==> config.mk <==
export PLATFORM = sky130hd
export DESIGN_NAME = program_sequencer_stack
export DESIGN_NICKNAME = d
export VERILOG_FILES = /design/src/rtl/program_sequencer_stack_pkg.sv /design/src/rtl/return_addr_stack.sv /design/src/rtl/program_sequencer_stack.sv
export SDC_FILE = /design/constraint.sdc
export NUM_CORES = 1
export LEC_CHECK = 0
export BUFFER_PORTS_ARGS = -buffer_cell sky130_fd_sc_hd__buf_2
export CAP_MARGIN = 20
export CELL_PAD_IN_SITES_DETAIL_PLACEMENT = 1
export CELL_PAD_IN_SITES_GLOBAL_PLACEMENT = 2
export CORE_ASPECT_RATIO = 1.2
export CORE_MARGIN = 4
export CORE_UTILIZATION = 34
export CTS_BUF_LIST = sky130_fd_sc_hd__clkbuf_2 sky130_fd_sc_hd__clkbuf_4 sky130_fd_sc_hd__clkbuf_8
export CTS_CLUSTER_SIZE = 20
export DETAILED_ROUTE_END_ITERATION = 16
export HOLD_SLACK_MARGIN = 0.1
export PLACE_DENSITY = 0.74
export SETUP_SLACK_MARGIN = 0.3
export SYNTH_ARGS = -nofsm -noshare
export SYNTH_HDL_FRONTEND = slang
export SYNTH_SLANG_ARGS = --single-unit
==> constraint.sdc <==
create_clock -name i_clk -period 2.2 [get_ports i_clk]
set_input_delay 0.33 -clock i_clk [delete_from_list [all_inputs] [get_ports i_clk]]
set_output_delay 0.33 -clock i_clk [all_outputs]
set_load 0.05 [all_outputs]
==> src/rtl/program_sequencer_stack_pkg.sv <==
// Shared constants and types for the program sequencer and its return-address stack.
package program_sequencer_stack_pkg;

   localparam int unsigned ADDR_W_DEF      = 8;
   localparam int unsigned STACK_DEPTH_DEF = 4;
   localparam int unsigned SP_W_DEF        = 3;

   localparam logic [7:0] RESET_ADDR = 8'h00;

   typedef enum logic {
      ST_RUN   = 1'b0,
      ST_FAULT = 1'b1
   } state_e;

endpackage

==> src/rtl/return_addr_stack.sv <==
// Bounded LIFO of return addresses. The caller must check full/empty before pushing or popping;
// this block does not detect misuse.
module return_addr_stack #(
   parameter int unsigned DATA_W = 8,
   parameter int unsigned DEPTH  = 4,
   parameter int unsigned SP_W   = 3
) (
   input  logic              i_clk,
   input  logic              i_sync_reset,
   input  logic              i_push,
   input  logic              i_pop,
   input  logic [DATA_W-1:0] i_data,
   output logic [DATA_W-1:0] o_top,
   output logic [SP_W-1:0]   o_sp,
   output logic              o_full,
   output logic              o_empty
);

   logic [DATA_W-1:0] r_mem [DEPTH];
   logic [SP_W-1:0]   r_sp;
   logic [DATA_W-1:0] w_top;

   always_ff @(posedge i_clk) begin
      if (i_sync_reset) begin
         r_sp <= '0;
      end else if (i_push) begin
         r_sp <= r_sp + SP_W'(1);
      end else if (i_pop) begin
         r_sp <= r_sp - SP_W'(1);
      end
   end

   // Entry storage is left unreset; only occupancy matters after reset.
   always_ff @(posedge i_clk) begin
      for (int i = 0; i < int'(DEPTH); i++) begin
         if (i_push && (r_sp == SP_W'(i))) begin
            r_mem[i] <= i_data;
         end
      end
   end

   always_comb begin
      w_top = '0;
      for (int i = 0; i < int'(DEPTH); i++) begin
         if (r_sp == SP_W'(i + 1)) begin
            w_top = r_mem[i];
         end
      end
   end

   assign o_top   = w_top;
   assign o_sp    = r_sp;
   assign o_full  = (r_sp == SP_W'(DEPTH));
   assign o_empty = (r_sp == '0);

endmodule

==> src/rtl/program_sequencer_stack.sv <==
// Program-counter sequencer: selects the next program-memory address from the decoder's
// flow-control strobes, with a bounded return-address stack and a sticky fault on stack misuse.
module program_sequencer_stack
   import program_sequencer_stack_pkg::*;
#(
   parameter int unsigned ADDR_W      = ADDR_W_DEF,
   parameter int unsigned STACK_DEPTH = STACK_DEPTH_DEF,
   parameter int unsigned SP_W        = SP_W_DEF
) (
   input  logic              i_clk,
   input  logic              i_sync_reset,
   input  logic              i_jmp,
   input  logic              i_jmp_nz,
   input  logic              i_dont_jmp,
   input  logic              i_call,
   input  logic              i_ret,
   input  logic [3:0]        i_ir_nibble,
   input  logic              i_hold,
   output logic [ADDR_W-1:0] o_pm_addr,
   output logic [ADDR_W-1:0] o_pc,
   output logic [SP_W-1:0]   o_sp,
   output logic              o_stack_empty,
   output logic              o_stack_full,
   output logic              o_fault
);

   state_e            r_state;
   state_e            w_state_next;
   logic [ADDR_W-1:0] r_pc;
   logic [ADDR_W-1:0] w_pm_addr;
   logic [ADDR_W-1:0] w_pc_inc;
   logic [ADDR_W-1:0] w_target;
   logic [ADDR_W-1:0] w_top;
   logic              w_push;
   logic              w_pop;
   logic              w_full;
   logic              w_empty;

   assign w_pc_inc = r_pc + ADDR_W'(1);
   assign w_target = ADDR_W'({i_ir_nibble, 4'h0});

   return_addr_stack #(
      .DATA_W (ADDR_W),
      .DEPTH  (STACK_DEPTH),
      .SP_W   (SP_W)
   ) u_stack (
      .i_clk        (i_clk),
      .i_sync_reset (i_sync_reset),
      .i_push       (w_push),
      .i_pop        (w_pop),
      .i_data       (w_pc_inc),
      .o_top        (w_top),
      .o_sp         (o_sp),
      .o_full       (w_full),
      .o_empty      (w_empty)
   );

   always_ff @(posedge i_clk) begin
      if (i_sync_reset) begin
         r_state <= ST_RUN;
      end else begin
         r_state <= w_state_next;
      end
   end

   // Misuse is judged only for a strobe that would actually win arbitration.
   always_comb begin
      w_state_next = r_state;
      if (r_state == ST_RUN && !i_hold) begin
         if (i_ret) begin
            if (w_empty) w_state_next = ST_FAULT;
         end else if (i_call && w_full) begin
            w_state_next = ST_FAULT;
         end
      end
   end

   always_comb begin
      w_pm_addr = w_pc_inc;
      w_push    = 1'b0;
      w_pop     = 1'b0;
      if (i_sync_reset) begin
         w_pm_addr = ADDR_W'(RESET_ADDR);
      end else if (r_state == ST_FAULT || i_hold) begin
         w_pm_addr = r_pc;
      end else if (i_ret) begin
         if (w_empty) begin
            w_pm_addr = r_pc;
         end else begin
            w_pm_addr = w_top;
            w_pop     = 1'b1;
         end
      end else if (i_call) begin
         if (w_full) begin
            w_pm_addr = r_pc;
         end else begin
            w_pm_addr = w_target;
            w_push    = 1'b1;
         end
      end else if (i_jmp || (i_jmp_nz && !i_dont_jmp)) begin
         w_pm_addr = w_target;
      end
   end

   always_ff @(posedge i_clk) begin
      r_pc <= w_pm_addr;
   end

   assign o_pm_addr     = w_pm_addr;
   assign o_pc          = r_pc;
   assign o_stack_empty = w_empty;
   assign o_stack_full  = w_full;
   assign o_fault       = (r_state == ST_FAULT);

endmodule

## Word-level counts from Yosys, hierarchy flattened

Memories as Yosys holds them, arrays and structs flattened.
Index checks and enable logic that the tools add are counted.

| word-level totals | value |
|---|---|
| bits in registers | 12 |
| bits in latches | 0 |
| memory bits (writable) | 32 |
| memory bits (read-only) | 0 |
| bits of input ports | 12 |
| output and inout port bits | 22 |
| word-level logic and storage cells | 73 |
| memories kept | 1 |

| operators by class | value |
|---|---|
| add/subtract/negate cells | 3 |
| $mul | 0 |
| divide/modulo/power cells | 0 |
| order comparisons | 0 |
| equality and inequality tests | 5 |
| shift operators | 0 |
| multiplexer cells | 42 |
| bitwise operators | 1 |
| reduce and logical (&&, ||, !) cells | 18 |

Memories:

| name | depth | bits a word | rd ports | clocked after Yosys merged registers in | wr ports | line | RTL |
|---|---|---|---|---|---|---|---|
| u_stack.r_mem | 4 | 8 | 4 | 0 | 1 | return_addr_stack.sv:19 | `logic [DATA_W-1:0] r_mem [DEPTH];` |

Operators by type and width:

| kind | count |
|---|---|
| $mux 8 | 14 |
| $reduce_or 8->1 | 3 |
| $mux 1 | 23 |
| $add 8x1->8 const B | 1 |
| $logic_and 1x1->1 | 7 |
| $eq 3x2->1 const B | 2 |
| $mux 2 | 3 |
| $mux 3 | 2 |
| $reduce_bool 2->1 | 2 |
| $add 3x1->3 const B | 1 |
| $eq 3x1->1 const B | 1 |
| $eq 3x3->1 const B | 1 |
| $logic_not 3->1 | 1 |
| $reduce_and 3->1 | 1 |
| $sub 3x1->3 const B | 1 |
| $logic_not 1->1 | 2 |
| $logic_or 1x1->1 | 2 |
| $ne 2x1->1 const B | 1 |
| $not 1->1 | 1 |

## Logic depth before layout (Yosys ltp)

| logic depth | value |
|---|---|
| depth in word-level cells | 13 |
| gate-level depth with buffers | 10 |
| mapped depth without buffers | 8 |

## Hierarchy

From an unflattened synthesis, not the netlist that was laid out.

| second synthesis, totals | value |
|---|---|
| cell total of the unflattened synthesis | 203 |
| area, all modules | 2239.6 um2 |

By module, submodules not included:

| module | instances | cells an instance | area each (um2) | sequential area each (um2) |
|---|---|---|---|---|
| return_addr_stack | 1 | 100 | 1438.9 | 1021.0 |
| program_sequencer_stack | 1 | 103 | 800.8 | 180.2 |

## Worst setup path after synthesis

OpenSTA, ideal clock, no wires.

| timing path | value |
|---|---|
| path type | register to output |
| start | register u_stack.r_sp[2] (netlist: u_stack.o_sp[2]) |
| end | output port o_pm_addr[2] |
| arrival time | 3525 ps |
| required time | 1870 ps |
| path slack | -1655 ps |
| stages on the path, launching flop included | 10 |
| path buffers | 4 |
| cells stage by stage | dfxtp_1 > buf_2 > clkbuf_1 > inv_1 > ha_1 > buf_2 > buf_2 > nor3_1 > a211oi_1 > nor4_1 |

| on the way | value |
|---|---|
| word-level cells in the longest chain between the ends | 9 |
| elaborated cells between the ends (all ways) | 15 |
| those cells by class | eq/ne: 4; mux: 10; reduce/logical: 1 |

Ends and longest elaborated chain:

| what | line | RTL |
|---|---|---|
| start: declaration | return_addr_stack.sv:20 | `logic [SP_W-1:0] r_sp;` |
| start signal: assignment | return_addr_stack.sv:27 | `r_sp <= r_sp + SP_W'(1);` |
| start signal: assignment | return_addr_stack.sv:29 | `r_sp <= r_sp - SP_W'(1);` |
| $eq 3x1->1 | return_addr_stack.sv:45 | `if (r_sp == SP_W'(i + 1)) begin` |
| $mux 8 (4 in series) | return_addr_stack.sv:45 |  |
| $mux 8 | program_sequencer_stack.sv:87 | `if (w_empty) begin` |
| $mux 8 (*) | program_sequencer_stack.sv:86 | `end else if (i_ret) begin` |
| $mux 8 (*) | program_sequencer_stack.sv:84 | `end else if (r_state == ST_FAULT \|\| i_hold) begin` |
| $mux 8 (*) | program_sequencer_stack.sv:82 | `if (i_sync_reset) begin` |
| end: declaration | program_sequencer_stack.sv:19 | `output logic [ADDR_W-1:0] o_pm_addr,` |

Mark *: on every way between the ends. The rest lies on a longest branch, timed or not.

## Worst setup path after layout

| timing path | value |
|---|---|
| start | register u_stack.r_sp[1] (netlist: u_stack.o_sp[1]) |
| end | output port o_pm_addr[5] |

Same word-level chain as after synthesis.

==> flow_metrics.env <==
export IMPL_cts_root_buf="clkbuf_8"
export IMPL_drt_wirelength_per_cell_um=19.88
export IMPL_crit_chain="inv_4, buf_12, ha_4, nand2_4, mux2_4, nand2_1, a2111oi_1, a311o_2, buf_8"
export IMPL_crit_family="compound AO/OA/AOI/OAI gates"
export IMPL_netlist_area_mm2=0.002316
export IMPL_yosysWarnings=0
export IMPL_syn_to_final_growth_pct=59.48
export IMPL_synth_top_cell_by_area="edfxtp_1"
export IMPL_grt_max_degree=16
export IMPL_viasPerCell=5.409
export IMPL_first_global_vias=2299
export IMPL_numCtsBuffers=5
export IMPL_synth_compound_area_share_pct=17.67
export IMPL_status="finished, violations left"
export IMPL_synthTopCellsByArea="edfxtp_1, dfxtp_1, ha_1"
export IMPL_peakVddDrop_v=0.0003746
export IMPL_overflow=0
export IMPL_die_h_um=98.41
export IMPL_synth_xor_area_share_pct=2.647
export IMPL_dr_wl_met3_um=227
export IMPL_remaining_drc_errors=0
export IMPL_avgSynthCellArea_um2=10.62
export IMPL_die_area_mm2=0.008201
export IMPL_synthArstFlopShare_pct=0
export IMPL_grt_use_total_pct=19.32
export IMPL_grt_antenna_before_repair=0
export IMPL_gp_congestion=0.7896
export IMPL_port_buffers=33
export IMPL_start_util_pct=35.49
export IMPL_period_share_pct=116.3
export IMPL_rows=32
export IMPL_critPathMaxStageDelay_ns=0.41
export IMPL_h_tree_depth=2
export IMPL_synth_edf_count=32
export IMPL_ys_seq_area_share_pct=51.86
export IMPL_dr_wl_met2_um=4199
export IMPL_ios=34
export IMPL_worst_slew_pin_slew_ns=0.4269
export IMPL_tns_ns=-2.324
export IMPL_clock_fmax_mhz=390.7
export IMPL_crit_type="reg2out"
export IMPL_synth_seq_cells=44
export IMPL_clock_latency_ns=0.30
export IMPL_nNetsFinal=327
export IMPL_ant_nets=0
export IMPL_startpoint_type="register"
export IMPL_crit_path_end_kind="primary output"
export IMPL_maxCapViolations=0
export IMPL_reg2regPathDepth=10
export IMPL_synth_top_family_by_area="simple AND/OR/NAND/NOR gates"
export IMPL_met1_length_um=3323
export IMPL_synthDistinctLibCells=56
export IMPL_critPathMaxFanout=8
export IMPL_drtIter0Drc=100
export IMPL_ys_flop_type="edfxtp_1"
export IMPL_grt_pass1_wl_um=12480
export IMPL_setup_ws_ns=-0.3596
export IMPL_clk_pin_slew_ns=0.09
export IMPL_via_count=2131
export IMPL_routed_wl_um=7833
export IMPL_crit_buf_inv=3
export IMPL_rsz0062_at_grt="yes"
export IMPL_fillers=680
export IMPL_crit_slowest_cell="dfxtp_4"
export IMPL_coreArea_mm2=0.006526
export IMPL_finalHoldViolations=0
export IMPL_drt_pass1_iterations=4
export IMPL_fin_crit_ns=2.560
export IMPL_die_w_um=83.34
export IMPL_drive_gt1_share_pct=55.99
export IMPL_clockBufferDepth=2
export IMPL_final_util_pct=56.60
export IMPL_muxShareOfSynthArea_pct=2.323
export IMPL_highest_layer="met4"
export IMPL_synth_adder_area_share_pct=3.782
export IMPL_diodes=0
export IMPL_finalSetupViolCount=8
export IMPL_cts_sinks=44
export IMPL_synth_nets=237
export IMPL_arrival_ns=2.23
export IMPL_path_depth=9
export IMPL_dp_hpwl_um=5643
export IMPL_cts_tree="built"
export IMPL_synth_simple_area_share_pct=17.99
export IMPL_final_max_slew_viol_count=0
export IMPL_synthCells=218
export IMPL_synth_top_cell_area_share_pct=41.49
export IMPL_failed_checks="setup timing"
export IMPL_fin_worst_skew_ns=0.009109
export IMPL_required_ns=1.87
export IMPL_slew_headroom_pct=71.44
export IMPL_power_density_mw_per_mm2=664.9
export IMPL_worstHoldPathCells=2
export IMPL_hp_class="in2reg"
export IMPL_p_leak_nw=1.422
[worst paths after layout]
check,start,to,slack (ns)
setup / recovery,u_stack.o_sp[1],o_pm_addr[5],-0.36
hold / removal,i_sync_reset,u_stack.o_sp[2],0.40
setup reg to reg,u_stack.o_sp[1],o_pc[3],0.24
hold reg to reg,o_fault,o_fault,0.65
[placed cells by master (no fill, tap or decap), drive strengths merged, types with 6 or more instances in the layout]
master	count
a21oi	10
and3	6
buf	94
dfxtp	12
edfxtp	32
ha	7
inv	8
nand2	17
nand3	7
nor2	16
nor2b	8
nor3	8
o21ai	13
xnor2	6
[power breakdown]
group	total [W]	internal, W	switching (W)
Combinational	0.000852	0.000363	0.000489
Clock	0.000641	0.000342	0.000299
Sequential	0.000963	0.000931	0.0000322
[cells in the mapped netlist, drive strengths merged (2+ instances only)]
master and number:
mux2i 2, ha 7, nor4 3, o21ai 13, dfxtp 12, o32ai 3
nor2b 8, mux2 3, clkbuf 3, o31ai 2, a221oi 5, o2111ai 3
nor3 8, nand3b 2, nor2 16, a22oi 4, a21oi 10, a2111oi 2
a31oi 5, nand3 7, inv 8, nand2b 4, and3 6, buf 8
xnor2 6, a211oi 2, nand2 17, edfxtp 32
[metal layers]
metal	up-vias	GRT usage, %
met5	-	0
met3	8	2.341
met1	1082	23.89
met2	43	35.56
met4	0	4.906
li1	998	-
[state kept, by name, summed over array words and instances (netlist names)]
| name | count |
|---|---|
| o_fault | 1 |
| o_pc | 8 |
| u_stack.r_mem | 32 |
| u_stack.o_sp | 3 |
[per-stage QoR]
stage          instance area, µm²  instances  setup slack (ns)  power [W]  hold slack (ns)
3_3_place_gp                 3147        375           -0.1467   0.001664           0.5679
3_5_place_dp                 3147        375           -0.1909   0.001670           0.6012
6_report                     3694        394           -0.3596   0.002456           0.4025
4_1_cts                      3563        388           -0.3159   0.002423           0.4059
2_1_floorplan                2547        218           -0.2195   0.001420           0.5234
5_1_grt                      3694        394           -0.4915   0.002576           0.4047
[worst register-to-register path, stage by stage, from the launching register on]
cell and delay [ns]:
dfxtp_4 0.41, inv_4 0.06, ha_2 0.18, and2b_2 0.22, buf_6 0.14, buf_6 0.11
a22o_1 0.21, a221oi_2 0.21, buf_4 0.15, nor4_4 0.04, buf_4 0.15
[timing repair]
item	CTS	global route
pin swaps	18	15
endpoints found under the setup margin	49	32
gates resized for setup	70	19
buffers inserted	5	6
hold buffers	0	0
[cell type report]
class	instances	area [µm²]	area share (%)
clock buffers	5	68.82	1.863
clock inverters	3	46.29	1.253
inverters	8	50.05	1.355
multi-input cells	155	1420	38.45
flip-flops and latches	44	1222	33.10
well taps	85	106.4	2.879
repair buffers	94	779.5	21.10
[logic make-up after synthesis]
| group | count (synthesis) |
|---|---|
| fa+ha+maj | 7 |
| simple gates | 78 |
| flops | 44 |
| compound gates | 58 |
| buf+inv | 19 |
| xor+xnor | 7 |
| mux | 5 |
Power figures use the tool's default switching activity.
